--- src/rtl/mem_arbiter_rr.sv ---
// mem_arbiter_rr
//   Round-robin arbiter that lets NUM_CORES requesters share one memory port.
//   Only one transaction is outstanding at a time. It passes through IDLE,
//   ISSUE, WAIT and RESP.
//
// Ports
//   clk, rst_n          : clock, asynchronous active-low reset
//   core_req/we         : per-core request and direction (1 = write)
//   core_addr/wdata     : per-core address and write data, core i in slice i
//   core_funct3         : per-core size/sign code, core i in slice i
//   core_gnt            : one-hot grant pulse, issued in IDLE
//   core_done           : one-hot completion pulse, issued in RESP
//   core_rdata          : read data captured on entry to RESP
//   mem_addr/wdata/funct3, mem_read/mem_write : request to memory
//   mem_ready, mem_rvalid, mem_rdata           : memory handshake and response
//   busy, owner_id      : not-IDLE flag, index of the core being served
module mem_arbiter_rr #(
  parameter int unsigned NUM_CORES = 2,
  parameter int unsigned ADDR_W    = 32,
  parameter int unsigned DATA_W    = 32,
  parameter int unsigned ID_W      = $clog2(NUM_CORES)
) (
  input  logic                        clk,
  input  logic                        rst_n,
  input  logic [NUM_CORES-1:0]        core_req,
  input  logic [NUM_CORES-1:0]        core_we,
  input  logic [NUM_CORES*ADDR_W-1:0] core_addr,
  input  logic [NUM_CORES*DATA_W-1:0] core_wdata,
  input  logic [NUM_CORES*3-1:0]      core_funct3,
  output logic [NUM_CORES-1:0]        core_gnt,
  output logic [NUM_CORES-1:0]        core_done,
  output logic [DATA_W-1:0]           core_rdata,
  output logic [ADDR_W-1:0]           mem_addr,
  output logic [DATA_W-1:0]           mem_wdata,
  output logic [2:0]                  mem_funct3,
  output logic                        mem_read,
  output logic                        mem_write,
  input  logic                        mem_ready,
  input  logic                        mem_rvalid,
  input  logic [DATA_W-1:0]           mem_rdata,
  output logic                        busy,
  output logic [ID_W-1:0]             owner_id
);

  typedef enum logic [1:0] {S_IDLE, S_ISSUE, S_WAIT, S_RESP} state_t;

  state_t              r_state;
  state_t              w_next;
  logic [ID_W-1:0]     r_last_ptr;
  logic [ID_W-1:0]     r_owner;
  logic                r_we;
  logic [ADDR_W-1:0]   r_addr;
  logic [DATA_W-1:0]   r_wdata;
  logic [2:0]          r_funct3;
  logic [DATA_W-1:0]   r_rdata;

  logic                w_any;
  logic                w_hi_found;
  logic                w_lo_found;
  logic [ID_W-1:0]     w_hi;
  logic [ID_W-1:0]     w_lo;
  logic [ID_W-1:0]     w_win;
  logic                w_sel_we;
  logic [ADDR_W-1:0]   w_sel_addr;
  logic [DATA_W-1:0]   w_sel_wdata;
  logic [2:0]          w_sel_funct3;

  assign w_any = |core_req;

  // Round-robin search from last_ptr+1 with wrap-around: the lowest requester
  // above last_ptr wins. If there is none, the lowest requester overall wins.
  always_comb begin
    w_hi_found = 1'b0;
    w_lo_found = 1'b0;
    w_hi       = '0;
    w_lo       = '0;
    for (int unsigned j = 0; j < NUM_CORES; j++) begin
      if (core_req[j]) begin
        if (!w_hi_found && (ID_W'(j) > r_last_ptr)) begin
          w_hi_found = 1'b1;
          w_hi       = ID_W'(j);
        end
        if (!w_lo_found) begin
          w_lo_found = 1'b1;
          w_lo       = ID_W'(j);
        end
      end
    end
    w_win = w_hi_found ? w_hi : w_lo;
  end

  // Grant decode and request-field mux for the winner.
  always_comb begin
    core_gnt     = '0;
    w_sel_we     = 1'b0;
    w_sel_addr   = '0;
    w_sel_wdata  = '0;
    w_sel_funct3 = '0;
    for (int unsigned j = 0; j < NUM_CORES; j++) begin
      if (ID_W'(j) == w_win) begin
        core_gnt[j]  = (r_state == S_IDLE) && w_any;
        w_sel_we     = core_we[j];
        w_sel_addr   = core_addr[j*ADDR_W +: ADDR_W];
        w_sel_wdata  = core_wdata[j*DATA_W +: DATA_W];
        w_sel_funct3 = core_funct3[j*3 +: 3];
      end
    end
  end

  always_comb begin
    core_done = '0;
    for (int unsigned j = 0; j < NUM_CORES; j++) begin
      core_done[j] = (r_state == S_RESP) && (ID_W'(j) == r_owner);
    end
  end

  always_comb begin
    w_next = r_state;
    case (r_state)
      S_IDLE:  if (w_any) w_next = S_ISSUE;
      S_ISSUE: if (mem_ready) w_next = mem_rvalid ? S_RESP : S_WAIT;
      S_WAIT:  if (mem_rvalid) w_next = S_RESP;
      S_RESP:  w_next = S_IDLE;
      default: w_next = S_IDLE;
    endcase
  end

  always_ff @(posedge clk or negedge rst_n) begin
    if (!rst_n) r_state <= S_IDLE;
    else        r_state <= w_next;
  end

  // The captured request fields are cleared when the transaction finishes.
  // This keeps the memory bus at zero while the arbiter is idle.
  always_ff @(posedge clk or negedge rst_n) begin
    if (!rst_n) begin
      r_last_ptr <= ID_W'(NUM_CORES - 1);
      r_owner    <= '0;
      r_we       <= 1'b0;
      r_addr     <= '0;
      r_wdata    <= '0;
      r_funct3   <= '0;
      r_rdata    <= '0;
    end else begin
      case (r_state)
        S_IDLE: begin
          if (w_any) begin
            r_owner  <= w_win;
            r_we     <= w_sel_we;
            r_addr   <= w_sel_addr;
            r_wdata  <= w_sel_wdata;
            r_funct3 <= w_sel_funct3;
          end
        end
        S_ISSUE, S_WAIT: begin
          if (w_next == S_RESP) r_rdata <= mem_rdata;
        end
        S_RESP: begin
          r_last_ptr <= r_owner;
          r_we       <= 1'b0;
          r_addr     <= '0;
          r_wdata    <= '0;
          r_funct3   <= '0;
        end
        default: ;
      endcase
    end
  end

  assign mem_read   = (r_state == S_ISSUE) && !r_we;
  assign mem_write  = (r_state == S_ISSUE) && r_we;
  assign mem_addr   = r_addr;
  assign mem_wdata  = r_wdata;
  assign mem_funct3 = r_funct3;
  assign core_rdata = r_rdata;
  assign busy       = (r_state != S_IDLE);
  assign owner_id   = r_owner;

endmodule

--- config.mk ---
export PLATFORM = sky130hd
export DESIGN_NAME = mem_arbiter_rr
export DESIGN_NICKNAME = d
export VERILOG_FILES = /design/src/rtl/mem_arbiter_rr.sv
export SDC_FILE = /design/constraint.sdc
export NUM_CORES = 1
export LEC_CHECK = 0
export ABC_AREA = 1
export CAP_MARGIN = 20
export CELL_PAD_IN_SITES_DETAIL_PLACEMENT = 0
export CELL_PAD_IN_SITES_GLOBAL_PLACEMENT = 1
export CORE_MARGIN = 10
export CORE_UTILIZATION = 24
export DETAILED_ROUTE_END_ITERATION = 10
export GPL_TIMING_DRIVEN = 0
export PLACE_DENSITY_LB_ADDON = 0.1
export SETUP_SLACK_MARGIN = 0.4
export SLEW_MARGIN = 0
export SYNTH_ARGS = -nofsm -noshare
export SYNTH_HDL_FRONTEND = slang
export SYNTH_SLANG_ARGS = --single-unit
--- constraint.sdc ---
create_clock -name clk -period 1.63 [get_ports clk]
set_clock_uncertainty 0.15 [all_clocks]
set_input_delay 0.2445 -clock clk [delete_from_list [all_inputs] [get_ports clk]]
set_output_delay 0.2445 -clock clk [all_outputs]
set_load 0.02 [all_outputs]
# After elaboration in Yosys (flattened, before gate mapping)
# Cells that the tools add are included.
# op_classes
n_lt_le_gt_ge,2
n_eq_ne,5
n_mux,29
bitwise,1
n_reduce_logical,16
# op_table
op,n
$mux 32,4
$pmux 32 s2,2
$mux 1,15
$pmux 2 s4,1
$eq 2x2->1 const B,3
$logic_and 1x1->1,6
$mux 2,3
$mux 3,2
$pmux 3 s2,1
$reduce_and 2->1,3
$reduce_bool 2->1,2
$reduce_or 2->1,2
$eq 2x1->1 const B,1
$gt 1x1->1 const A,2
$logic_not 1->1,2
$logic_not 2->1,1
$ne 2x2->1 const B,1
$pmux 1 s2,1
$not 1->1,1
# word_totals
reg_bits,104
out_inout_bits,107

# Longest topological paths before layout
# Gate-level depths: netlist (run 1).
# depth
word_depth,11
ltp_mapped,10
ltp_nobuf,9

# Worst setup path after synthesis (run 1)
# Ideal clock, no wire load.
# synth_timing
path_type,register to register
start,register r_state[0]
end,"register r_addr[21], in the netlist mem_addr[21]"
setup_ps,82
t_arrival_ps,1461
required_time_ps,1398
slack_ps,-63
stages_incl_launch_ff,9
path_buffers,2
cell_sequence,dfrtp_1 inv_1 ha_1 o21ai_4 nor2_4 buf_4 buf_2 o21ai_1 o22ai_1
# synth_via
elab_chain_cells,3
elab_cells_between_ends,6
classes_between,2 x eq/ne; 1 x mux; 3 x reduce/logical
# synth_lines
item,line,text
from (decl),47,state_t r_state;
from (signal assigned),130,else r_state <= w_next;
$eq 2x2->1 or $logic_not 2->1 (tied branches),145,case (r_state)
$reduce_bool 2->1 (no source line) or $ne 2x2->1 (tied branches),-,
$reduce_and 2->1 (no source line),-,
to (signal assigned),150,r_addr <= w_sel_addr;
to (decl),52,logic [ADDR_W-1:0] r_addr;
# Parallel ways exist; a longest one is shown, timed or not.
# A chain may end at the register's enable or synchronous reset.

# Final worst setup path (run 1)
# layout_timing
start,register r_last_ptr
end,output port core_gnt[0]
# layout_via
elab_chain_cells,9
elab_cells_between_ends,12
classes_between,2 x order compare; 8 x mux; 2 x reduce/logical
# layout_lines
item,line,text
from (decl),49,logic [ID_W-1:0] r_last_ptr;
from (signal assigned),137,r_last_ptr <= ID_W'(NUM_CORES - 1);
from (signal assigned),159,r_last_ptr <= r_owner;
$gt 1x1->1,79,if (!w_hi_found && (ID_W'(j) > r_last_ptr)) begin
$mux 1,79,
$mux 1,78,if (core_req[j]) begin
$logic_not 1->1,79,
$logic_and 1x1->1,79,
$mux 1,79,
$mux 1,78,
$mux 1 (*),89,w_win = w_hi_found ? w_hi : w_lo;
$mux 1 (*),100,if (ID_W'(j) == w_win) begin
to (decl),30,"output logic [NUM_CORES-1:0] core_gnt,"
# Every way passes the cells marked *; elsewhere a longest branch is shown, timed or not.

==> results of run 1 <==
area by class of cell:
class                      count  area (um2)
buffer                        40       523.0
antenna                        1       2.502
tap                          270       337.8
clock inverter                 4       28.78
sequential                   104        2608
multi-input combinational    339        2547
inverter                     113       446.7
timing repair buffer         376        4008
clock buffer                  12       256.5
fill                        1847        9672
cell usage in the layout (no fill, tap or decap), types with 4 or more instances in the layout:
| master | instances |
|---|---|
| clkdlybuf4s50_1 | 172 |
| buf_6 | 139 |
| inv_1 | 102 |
| dfrtp_1 | 100 |
| nor2_1 | 71 |
| o21ai_2 | 62 |
| buf_4 | 56 |
| nand2_1 | 38 |
| o22ai_2 | 36 |
| o21bai_1 | 31 |
| o22ai_1 | 28 |
| nand3_1 | 27 |
| buf_8 | 20 |
| clkbuf_16 | 17 |
| nor2_4 | 7 |
| nand3_2 | 7 |
| nand2_2 | 6 |
| inv_4 | 5 |
| o21ai_4 | 5 |
| o21ai_1 | 5 |
| buf_12 | 5 |
| ha_4 | 5 |
| buf_16 | 5 |
| inv_2 | 4 |
| o22ai_4 | 4 |
| clkbuf_2 | 4 |
| clkbuf_8 | 4 |
sequential cells by signal, indices dropped and copies added (netlist names):
signal	count
mem_wdata	32
r_we	1
mem_funct3	3
r_last_ptr	1
r_state	2
owner_id	1
mem_addr	32
core_rdata	32
how the worst max path moves through the flow:
stage | depth (start not counted) | endpoint | startpoint
floorplan | 6 | mem_addr[30]$_DFFE_PN0P_ | r_state[1]$_DFF_PN0_
global placement | 1 | r_state[0]$_DFF_PN0_ | rst_n
detailed placement | 7 | core_gnt[0] | core_req[0]
CTS | 6 | core_gnt[0] | r_last_ptr$_DFFE_PN1P_
global route | 10 | core_rdata[25]$_DFFE_PN0P_ | r_state[0]$_DFF_PN0_
finish | 6 | core_gnt[0] | r_last_ptr$_DFFE_PN1P_
worst max-delay path, cell delays in order, from the launching register on:
cell and delay [ns]:
dfstp_2 0.54, nand2_2 0.06, nand2_4 0.11, inv_6 0.04, clkbuf_16 0.13, nor2_4 0.07
buf_6 0.13
routing by layer:
metal,wire length (um),global-route usage
met1,9427,0.1881
met4,386,0.04992
met5,0,0
met3,1903,0.05004
met2,12220,0.2797
per-stage QoR:
step / instances / worst slack (ns)
finish: 1259 / -0.2087
global route: 1259 / -0.2912
CTS: 1218 / -0.2324
detailed placement: 1147 / -1.026
global placement: 1146 / -4.692
floorplan: 596 / 0.03461
cells by family (layout without fill, tap and decap cells):
| family | Yosys count | in the layout | synth area share |
|---|---|---|---|
| other cells | 0 | 1 | 0 |
| flops | 104 | 104 | 0.5180 |
| fa+ha+maj | 6 | 6 | 0.01494 |
| compound gates | 173 | 173 | 0.2109 |
| simple gates | 160 | 160 | 0.1332 |
| buf+inv | 153 | 545 | 0.1230 |
where the power goes:
part | internal, uW | switching [uW] | total (uW)
logic | 7880 | 7100 | 15000
registers | 3760 | 852 | 4610
clock network | 1120 | 1040 | 2170
total | 12800 | 8990 | 21800
what timing repair did:
item | CTS | global route
setup endpoints to repair | 210 | 298
buffers inserted | 41 | 34
resized for setup | 889 | 99
hold endpoints to repair | 103 | 0
pin swaps | 87 | 55
hold buffers | 1 | 0
cloned | 13 | 6
==> results.py, run 1 <==
metrics = {
    "floorplanning": {
        "pin_count": 281,
        "dieArea_um2": 27130,
        "die_y_um": 164.7,
        "rows": 52,
        "start_util": 0.2460,
        "core-area_um2": 20430,
        "die_x_um": 164.7,
    },
    "global_routing": {
        "antenna_found_initial": 1,
        "grt_max_degree": 91,
        "grt_usage": 0.1620,
        "grt_pass1_vias": 5925,
        "grt_first_pass_wirelength_um": 34230,
        "gr-total-overflow": 0,
    },
    "logic_synthesis": {
        "synth_nets": 776,
        "ys_ff_latch": 104,
        "yosysSeqAreaShare": 0.5180,
        "synth-edff-count": 0,
        "yosys-top-cells-count": "111 x inv_1, 103 x dfrtp_1, 77 x nor2_1",
        "post-synth-top-count-cell": "inv_1",
        "synth_warnings": 0,
        "synthFlopType": "dfrtp_1",
        "yosysUniqueCellTypes": 23,
        "synth_top_area_share": 0.5128,
        "avgSynthCellArea_um2": 8.433,
        "synth_top_cell_by_area": "dfrtp_1",
        "syn-instance-count": 596,
        "async_reset_ff_frac": 1.000,
        "netlist_area_um2": 5026,
        "yosys-top-cells-area": "dfrtp_1 51%, o22ai_1 8.5%, inv_1 8.3%",
    },
    "placement": {
        "dp_hpwl_um": 16660,
        "io_buffers": 280,
        "place.gp.congestion": 0.8029,
        "dpl_cell_area_um2": 8325,
    },
    "route": {
        "vias": 5663,
        "wirelength_um": 23940,
        "drtPass1Iterations": 4,
        "drc": 0,
        "vias_per_cell": 4.498,
        "drt_iter0_drc": 254,
        "wl_per_cell_um": 19.01,
        "drtAntennaViolNets": 0,
    },
    "cts": {
        "clockRootBuffer": "clkbuf_16",
        "cts_tree": "done",
        "clk_pin_slew_ns": 0.08,
        "numCtsBuffers": 9,
        "cts.sinks": 104,
        "cts.path.max_buffers": 2,
        "htree_num_levels": 3,
        "clock_latency_ns": 0.35,
    },
    "timing": {
        "fin_crit_sh": 1.128,
        "slew_headroom": 0.8115,
        "finalHoldViolations": 0,
        "final_max_slew_viol_count": 0,
        "finalWorstSetupSlack_ns": -0.2087,
        "tns_ns": -15.87,
        "rsz0062_at_grt": "true",
        "post-route-min-period_ns": 1.839,
        "timing.fmax_mhz": 543.9,
        "finalSetupViolCount": 107,
        "hold_slack_ns": 0.1407,
        "tightest_slew_ns": 0.2827,
    },
    "cells_and_area": {
        "fin_area_um2": 10760,
        "fin_util": 0.5266,
        "drive_gt1_frac": 0.4170,
        "fin_nets": 1163,
        "area_growth_pct": 114.0,
    },
    "setup_path": {
        "r2r_cells": 8,
        "arrival_ns": 1.44,
        "start_kind": "flop",
        "critical_path_required_ns": 1.24,
        "crit_path_end_kind": "output pin",
        "path_class": "flop to output pin",
        "cp_max_fo": 4,
        "r2r-start": "r_state[0]$_DFF_PN0_",
        "r2r-end": "mem_wdata[27]$_DFFE_PN0P_",
        "r2r_slack_ns": -0.19,
    },
    "outcome": {
        "violations": "setup timing",
        "status": "finished, violations left",
    },
    "min_path": {
        "min_path_type": "primary input to async pin",
    },
    "power_and_ir_drop": {
        "power_uw": 21760,
        "leakage_uw": 0.004838,
        "ir_worst_vdd_mv": 1.136,
        "power_density_nw_per_um2": 2023,
    },
    "flow_run": {
        "maxCapViolCount": 0,
    },
}
Note: power is estimated with default switching activity, not from simulation.
==> inputs of run 2 (changes only) <==
--- a/config.mk
+++ b/config.mk
@@ -10,7 +10,7 @@
 export CELL_PAD_IN_SITES_DETAIL_PLACEMENT = 0
 export CELL_PAD_IN_SITES_GLOBAL_PLACEMENT = 1
 export CORE_MARGIN = 10
-export CORE_UTILIZATION = 24
+export CORE_UTILIZATION = 29
 export DETAILED_ROUTE_END_ITERATION = 10
 export GPL_TIMING_DRIVEN = 0
 export PLACE_DENSITY_LB_ADDON = 0.1
==> constraint.sdc (replaced) <==
create_clock -name clk -period 2.25 [get_ports clk]
set_clock_uncertainty 0.15 [all_clocks]
set_input_delay 0.3375 -clock clk [delete_from_list [all_inputs] [get_ports clk]]
set_output_delay 0.3375 -clock clk [all_outputs]
set_load 0.02 [all_outputs]
==> results.py, run 2 (synthesis gave the netlist of run 1 again) <==
metrics = {
    "outcome": {
        "status": "complete, no violations",
    },
    "setup_path": {
        "cp_max_fo": 4,
        "r2r-start": "r_state[0]$_DFF_PN0_",
        "cp_num_cells": 6,
        "crit_family": "flip-flops",
        "path_buf_inv": 3,
        "crit_path_end_kind": "output pin",
        "crit_path_start": "r_last_ptr$_DFFE_PN1P_",
        "arrival_ns": 1.42,
        "start_kind": "flop",
        "critical_path_required_ns": 1.76,
        "r2r_slack_ns": 0.39,
        "path_class": "flop to output pin",
        "critPathMaxStageDelay_ns": 0.54,
        "crit_path_top_delay_cell": "dfstp_2",
        "crit_chain": "nand2_2 -> nand2_4 -> inv_6 -> clkbuf_8 -> nor2_4 -> buf_6",
        "r2r_cells": 10,
        "r2r-end": "core_rdata[2]$_DFFE_PN0P_",
    },
    "cells_and_area": {
        "drive_gt1_frac": 0.1539,
        "layout_common_cells": "219 x clkdlybuf4s50_1, 105 x inv_1, 101 x dfrtp_1",
        "layout_commonest_cell": "clkdlybuf4s50_1",
        "fin_nets": 1106,
        "area_growth_pct": 86.88,
        "stdcell_count": 1157,
    },
    "floorplanning": {
        "start_util": 0.2936,
        "core-area_um2": 17120,
        "die_x_um": 151.7,
        "dieArea_um2": 23000,
        "pin_count": 281,
        "rows": 48,
        "die_y_um": 151.7,
    },
    "cts": {
        "clock_latency_ns": 0.35,
        "numCtsBuffers": 9,
        "clockRootBuffer": "clkbuf_16",
        "cts.sinks": 104,
        "cts_tree": "done",
        "cts.path.max_buffers": 2,
        "htree_num_levels": 3,
        "clk_pin_slew_ns": 0.07,
    },
    "route": {
        "drtPass1Iterations": 5,
        "drtAntennaViolNets": 0,
        "vias": 5327,
        "drc": 0,
        "wirelength_um": 21660,
        "vias_per_cell": 4.604,
        "wl_per_cell_um": 18.72,
        "drt_iter0_drc": 205,
    },
    "power_and_ir_drop": {
        "power_density_nw_per_um2": 1439,
        "p_int_uw": 7873,
        "pwr-share-comb": 0.645,
        "ir_worst_vdd_mv": 0.9360,
        "switchingPower_uw": 5641,
        "switching_share": 0.4174,
        "leakage_uw": 0.004638,
        "clock_power_share": 0.121,
        "seqPwrFrac": 0.234,
    },
    "placement": {
        "io_buffers": 280,
        "place.gp.congestion": 0.8197,
        "place_inst": 1102,
        "dp_hpwl_um": 15930,
    },
    "flow_run": {
        "maxCapViolCount": 0,
    },
    "timing": {
        "slew_headroom": 0.6742,
        "hold_slack_ns": 0.3298,
        "final_max_slew_viol_count": 0,
        "rsz0062_at_grt": "true",
        "finalSetupViolCount": 0,
        "finalHoldViolations": 0,
        "timing.fmax_mhz": 523.4,
        "fin_crit_sh": 0.8492,
        "tightest_slew_ns": 0.4888,
        "post-route-min-period_ns": 1.911,
    },
    "min_path": {
        "min_path_type": "flop to flop",
        "hold_end": "r_last_ptr$_DFFE_PN1P_",
        "worstHoldStart": "r_last_ptr$_DFFE_PN1P_",
        "hold_depth": 2,
    },
    "global_routing": {
        "grt_first_pass_wirelength_um": 30920,
        "antenna_found_initial": 4,
        "gr-total-overflow": 0,
        "grt_usage": 0.1730,
        "grt_max_degree": 59,
        "grt_pass1_vias": 5378,
    },
}
-- run 2: what timing repair did --
item / 4_1_cts / 5_1_grt
pin swaps: 1 / 33
hold endpoints to repair: 46 / 0
gates resized for setup: 96 / 161
setup buffers: 8 / 17
hold buffers: 1 / 0
cloned: 0 / 12
setup endpoints to repair: 114 / 138
-- run 2: layout make-up --
cell class	count	area (um2)
Clock inverter	3	42.54
Timing Repair Buffer	318	3352
Inverter	113	446.7
Tap cell	225	281.5
Antenna cell	3	7.507
Clock buffer	11	252.7
Sequential cell	104	2606
Buffer	40	361.6
Fill cell	1598	7724
Multi-Input combinational cell	340	2042
-- run 2: layer usage --
metal,global-route usage,vias to the layer above,part of all wire
met5,0,-,0.00060
met4,0.05434,2,0.019
met3,0.04722,23,0.080
met2,0.2948,179,0.50
met1,0.2071,2518,0.40
li1,-,2605,-
-- run 2: how the worst max path moves through the flow --
| stage | endpoint | slack, ns |
|---|---|---|
| 2_1_floorplan | core_gnt[1] | 0.49 |
| 3_3_place_gp | core_rdata[20]$_DFFE_PN0P_ | -3.78 |
| 3_5_place_dp | core_gnt[0] | -0.62 |
| 4_1_cts | core_gnt[0] | 0.29 |
| 5_1_grt | core_gnt[1] | 0.25 |
| 6_report | core_gnt[0] | 0.34 |
-- run 2: metrics by stage --
| stage | TNS, ns | power [uW] | worst slack, ns | cell area (um2) | util |
|---|---|---|---|---|---|
| finish | 0 | 13510 | 0.3393 | 9393 | 0.5488 |
| global route | 0 | 14430 | 0.2492 | 9388 | 0.5485 |
| CTS | 0 | 11970 | 0.2921 | 8608 | 0.5029 |
| detailed placement | -1.254 | 9917 | -0.6173 | 8139 | 0.4755 |
| global placement | -391.44 | 9794 | -3.776 | 8110 | 0.4738 |
| floorplan | 0 | 6886 | 0.4906 | 5026 | - |
-- run 2: power by group through the flow --
stage	Combinational (uW)	Clock, uW	Sequential [uW]
final	8720	1640	3160
after detailed placement	6740	0	3180
after global routing	9410	1760	3260
after floorplan	2790	0	4090
after CTS	7110	1690	3160
after global placement	6640	0	3160
-- run 2: worst reg2reg max path, cell delays in order, from the launching register on --
cell and delay (ns):
dfrtp_2 0.45, inv_4 0.09, buf_6 0.13, ha_4 0.18, buf_6 0.11, nand3_4 0.07, a21boi_4 0.16, buf_12 0.15
buf_6 0.13, nand3_1 0.07, nand2_1 0.06
==> inputs of run 3 (changes only) <==
--- a/config.mk
+++ b/config.mk
@@ -10,7 +10,7 @@
 export CELL_PAD_IN_SITES_DETAIL_PLACEMENT = 0
 export CELL_PAD_IN_SITES_GLOBAL_PLACEMENT = 1
 export CORE_MARGIN = 10
-export CORE_UTILIZATION = 29
+export CORE_UTILIZATION = 24
 export DETAILED_ROUTE_END_ITERATION = 10
 export GPL_TIMING_DRIVEN = 0
 export PLACE_DENSITY_LB_ADDON = 0.1
==> constraint.sdc (replaced) <==
create_clock -name clk -period 1.7 [get_ports clk]
set_clock_uncertainty 0.15 [all_clocks]
set_input_delay 0.255 -clock clk [delete_from_list [all_inputs] [get_ports clk]]
set_output_delay 0.255 -clock clk [all_outputs]
set_load 0.02 [all_outputs]
==> results.py, run 3 (synthesis gave the netlist of run 1 again) <==
metrics = {
    "min_path": {
        "min_path_type": "primary input to async pin",
    },
    "route": {
        "drtPass1Iterations": 6,
        "vias_per_cell": 4.465,
        "wirelength_um": 23500,
        "vias": 5608,
        "drtAntennaViolNets": 0,
        "drt_iter0_drc": 343,
        "wl_per_cell_um": 18.71,
        "drc": 0,
    },
    "global_routing": {
        "grt_first_pass_wirelength_um": 35290,
        "grt_max_degree": 63,
        "grt_usage": 0.1670,
        "grt_pass1_vias": 6011,
        "gr-total-overflow": 0,
        "antenna_found_initial": 0,
    },
    "cells_and_area": {
        "layout_common_cells": "172 x clkdlybuf4s50_1, 144 x buf_6, 103 x inv_1",
        "drive_gt1_frac": 0.4138,
        "fin_util": 0.5200,
        "fin_area_um2": 10620,
        "fin_nets": 1162,
        "area_growth_pct": 111.4,
        "diodes": 0,
        "layout_commonest_cell": "clkdlybuf4s50_1",
        "stdcell_count": 1256,
    },
    "timing": {
        "post-route-min-period_ns": 1.844,
        "final_max_slew_viol_count": 0,
        "tightest_slew_ns": 0.4672,
        "timing.fmax_mhz": 542.3,
        "rsz0062_at_grt": "true",
        "finalHoldViolations": 42,
        "hold_slack_ns": -0.3422,
        "finalWorstSetupSlack_ns": -0.1440,
        "slew_headroom": 0.6885,
        "fin_crit_sh": 1.085,
        "finalSetupViolCount": 100,
    },
    "setup_path": {
        "r2r_slack_ns": -0.13,
        "crit_path_end_kind": "output pin",
        "path_buf_inv": 3,
        "crit_family": "flip-flops",
        "r2r-end": "mem_addr[16]$_DFFE_PN0P_",
        "critPathMaxStageDelay_ns": 0.54,
        "path_class": "flop to output pin",
        "critical_path_required_ns": 1.29,
        "start_kind": "flop",
        "crit_path_top_delay_cell": "dfstp_2",
        "cp_num_cells": 6,
        "cp_max_fo": 3,
        "endpoint": "core_gnt[0]",
        "arrival_ns": 1.44,
        "r2r_cells": 9,
        "crit_path_start": "r_last_ptr$_DFFE_PN1P_",
        "r2r-start": "r_state[0]$_DFF_PN0_",
        "crit_chain": "nand2_2 -> nand2_4 -> inv_4 -> clkbuf_8 -> nor2_4 -> buf_6",
    },
    "floorplanning": {
        "rows": 52,
        "die_x_um": 164.7,
        "dieArea_um2": 27130,
        "start_util": 0.2460,
        "core-area_um2": 20430,
        "die_y_um": 164.7,
        "pin_count": 281,
    },
    "placement": {
        "io_buffers": 280,
        "place_inst": 1147,
        "dpl_cell_area_um2": 8325,
        "place.gp.congestion": 0.8217,
        "dp_hpwl_um": 16820,
    },
    "power_and_ir_drop": {
        "pwr-share-comb": 0.684,
        "seqPwrFrac": 0.211,
        "leakage_uw": 0.004773,
        "clock_power_share": 0.105,
        "ir_worst_vdd_mv": 1.016,
        "p_int_uw": 12340,
        "power_density_nw_per_um2": 1973,
        "switching_share": 0.4111,
        "switchingPower_uw": 8615,
    },
    "cts": {
        "clk_pin_slew_ns": 0.07,
        "numCtsBuffers": 9,
        "cts_tree": "done",
        "cts.path.max_buffers": 2,
        "clock_latency_ns": 0.35,
        "cts.sinks": 104,
        "htree_num_levels": 3,
        "clockRootBuffer": "clkbuf_16",
    },
    "outcome": {
        "violations": "hold timing, setup timing",
        "status": "finished, violations left",
    },
    "flow_run": {
        "maxCapViolCount": 0,
    },
}
-- run 3: changes by cell type in the layout (fill, tap and decap cells not counted), moves of 10 or more --
cell             previous run  this run
buf_6                      23       144
clkdlybuf4s50_1           219       172
o21ai_2                     1        45
dlymetal6s2s_1             41         0
o21ai_0                    47         9
buf_4                      23        60
o22ai_1                    68        40
o22ai_2                     0        26
nand3_1                    23         4
nand3_2                    10        29
dlygate4sd2_1              12         0
o21ai_1                    22        12
-- run 3: stage by stage --
step	setup slack, ns	setup TNS, ns	hold WS (ns)	power (uW)
finish	-0.1440	-7.692	-0.3422	20960
global placement	-4.714	-475.69	0.3047	13440
detailed placement	-0.9670	-38.24	0.06218	13630
CTS	-0.1650	-7.955	-0.3275	19690
floorplan	0.1046	0	-0.1906	9487
global route	-0.2202	-16.16	-0.3218	22310
-- run 3: how the worst min path moves through the flow --
| stage | startpoint | to | slack, ns | cells after the start |
|---|---|---|---|---|
| final | rst_n | mem_addr[19]$_DFFE_PN0P_ | -0.34 | 1 |
| after global routing | rst_n | mem_addr[19]$_DFFE_PN0P_ | -0.32 | 1 |
| after CTS | rst_n | mem_addr[19]$_DFFE_PN0P_ | -0.33 | 1 |
| after detailed placement | rst_n | mem_addr[19]$_DFFE_PN0P_ | 0.06 | 1 |
| after global placement | r_last_ptr$_DFFE_PN1P_ | r_last_ptr$_DFFE_PN1P_ | 0.30 | 2 |
| after floorplan | rst_n | core_rdata[0]$_DFFE_PN0P_ | -0.19 | 0 |
-- run 3: timing repair --
action                                  CTS  global route
pin swaps                                53            58
endpoints found under the setup margin  210           210
resized for setup                       863           106
setup buffers                            48            33
hold endpoints to repair                 42            42
gates cloned                             12             1
-- run 3: power groups by stage --
| stage | Combinational (uW) | Sequential, uW | Clock [uW] |
|---|---|---|---|
| finish | 14300 | 4410 | 2210 |
| global route | 15400 | 4520 | 2390 |
| CTS | 13000 | 4410 | 2290 |
| detailed placement | 9370 | 4270 | 0 |
| global placement | 9220 | 4220 | 0 |
| floorplan | 4030 | 5460 | 0 |
-- run 3: cell type report --
cell class	instances	area [um2]
plain buffers	40	451.7
flip-flops and latches	104	2608
multi-input cells	339	2532
clock buffers	11	252.7
clock inverters	4	53.80
well taps	270	337.8
fillers	1887	9807
inverters	113	451.7
repair buffers	375	3935
-- run 3: metal layers --
metal,global-route usage,up-vias,wire (um)
li1,-,2717,-
met1,0.1896,2692,9214
met2,0.2999,186,12130
met3,0.05676,13,1908
met4,0.02899,0,246
met5,0,-,0
==> patch, RTL diff (flow settings as in run 3) <==
The parameter `NUM_CORES` goes from 2 to 4.
--- a/src/rtl/mem_arbiter_rr.sv
+++ b/src/rtl/mem_arbiter_rr.sv
@@ -15,7 +15,7 @@
 //   mem_ready, mem_rvalid, mem_rdata           : memory handshake and response
 //   busy, owner_id      : not-IDLE flag, index of the core being served
 module mem_arbiter_rr #(
-  parameter int unsigned NUM_CORES = 2,
+  parameter int unsigned NUM_CORES = 4,
   parameter int unsigned ADDR_W    = 32,
   parameter int unsigned DATA_W    = 32,
   parameter int unsigned ID_W      = $clog2(NUM_CORES)
Ports: changed (8 resized); port bits go from 281 to 424. The function was not compared with the original's and may differ.
==> patch against run 3 <==
The flow finishes with violations (setup timing); via count increased by 70%; synthesized area increased by 46%; power increased by 31%; final area increased by 43%; wire length increased by 87%; sequential cell count increased by 2; non-clock buffer count increased by 218; worst setup slack got worse by 0.36 ns; critical path type is now in2out; largest power group unchanged.
==> patch: results (changes against run 3) <==
CTS:
- The number of setup buffers added after CTS is 70 (was 48).
- The clock latency reported for the late side of the worst-skew pair came to 0.37 ns (was 0.35 ns).

Synth:
- The distinct cell type count after synthesis was 29 (was 23).
- The post-synth net total came to 1487 (was 776).
- Synth top cells by count: sky130_fd_sc_hd__nand2_1 (552), sky130_fd_sc_hd__nor2_1 (150), sky130_fd_sc_hd__dfrtp_1 (104) (was sky130_fd_sc_hd__inv_1 (111), sky130_fd_sc_hd__dfrtp_1 (103), sky130_fd_sc_hd__nor2_1 (77)).
- The fraction of the mapped netlist area in adder cells is 0.008547 (was 0.01494).
- The complex-gate fraction of the synthesized area is 0.02444 (was 0.2109).

Setup path:
- The worst-path maximum fanout is 4 (was 3).
- The startpoint of the lowest-slack register-to-register path is r_last_ptr[1]$_DFFE_PN1P_ (was r_state[0]$_DFF_PN0_).
- The flop-to-flop setup slack is -0.49 ns (was -0.13 ns).
- The data arrival at the endpoint of the critical path is 1.80 ns (was 1.44 ns).
- The path depth of the worst reg2reg path was 13 (was 9).
- The beginning of the critical path is core_req[3] (was r_last_ptr$_DFFE_PN1P_).
- The capturing instance or port of the critical path is core_gnt[3] (was core_gnt[0]).
- The end of the worst register-to-register path was mem_addr[27]$_DFFE_PN0P_ (was mem_addr[16]$_DFFE_PN0P_).
- The highest-delay cell along the critical path is sky130_fd_sc_hd__clkdlybuf4s50_1 (was sky130_fd_sc_hd__dfstp_2).

Placed design:
- The area after detailed placement was 12360 µm² (was 8325 µm²).
- The placement-stage worst setup slack is -1.197 ns (was -0.9670 ns).
- The final RePlAce weighted congestion came to 0.8256 (was 0.8217).
- The total instance count after detailed placement is 1984 (was 1147).
- The half-perimeter wire length after placement is 32260 µm (was 16820 µm).
- The number of buffers inserted by port buffering is 423 (was 280).

Finish:
- The net count of the finished layout is 2054 (was 1162).
- The fraction of final layout cells with drive strength greater than 1 was 0.2882 (was 0.4138).

Route:
- The via count of the routed design came to 9531 (was 5608).
- The number of iterations in the first detailed-routing pass is 5 (was 6).
- The wire length on met2 was 21650 µm (was 12130 µm).
- The wire length on met1 was 18330 µm (was 9214 µm).
- The total wire length after detailed routing was 43930 µm (was 23500 µm).
- The met3 routed wirelength is 3413 µm (was 1908 µm).
- The average vias per placed instance came to 4.464 (was 4.465).

Power and ir drop:
- The leakage power of the design is 7.553 nW (was 4.773 nW).
- The worst voltage drop across the vdd grid came to 0.9078 mV (was 1.016 mV).
- The switching power share of the total is 0.4640 (was 0.4111).
- The relative contribution of the clock network to total power is 0.086 (was 0.105).

Timing:
- The normalized max-slew margin is 0.6781 (was 0.6885).
- The final critical-path setup slack was -0.5066 ns (was -0.1440 ns).
- The number of setup violations in the final report was 113 (was 100).

Status:
- Failing checks: setup timing (was hold timing, setup timing).
- Result of the run: finished with violations (unchanged).

GRT:
- The number of antenna violations at the first check in global routing is 5 (was 0).
- The global-route wire length before repair is 62410 µm (was 35290 µm).
- The met1 track utilization from global routing is 0.2567 (was 0.1896).
- The all-layer global routing usage is 0.2142 (was 0.1670).
- The number of global-route vias before repair was 9726 (was 6011).
- The global routing met2 resource utilization is 0.3690 (was 0.2999).
[patch: changes by cell type after synthesis, sizes merged, moves of 46 or more]
cell,change
nor2,+74
nand3b,+46
inv,-49
nand2,+509
o22ai,-68
[patch: stage by stage]
stage	util	setup TNS, ns	power [mW]	hold slack, ns
floorplan	-	-4.718	13.05	-0.1906
global placement	0.4129	-587.83	19.16	0.3007
detailed placement	0.4138	-86.91	19.23	0.03519
CTS	0.4700	-38.25	25.20	0.1970
global route	0.5077	-52.64	29.61	0.2328
finish	0.5077	-42.29	27.53	0.2107
[patch: cell type report]
type / instances / area, µm²
Fill cell: 3009 / 14710
Buffer: 78 / 944.7
Clock inverter: 7 / 92.59
Sequential cell: 106 / 2659
Clock buffer: 9 / 225.2
Timing Repair Buffer: 555 / 5821
Multi-Input combinational cell: 923 / 4649
Antenna cell: 3 / 7.507
Tap cell: 390 / 488.0
Inverter: 64 / 280.3
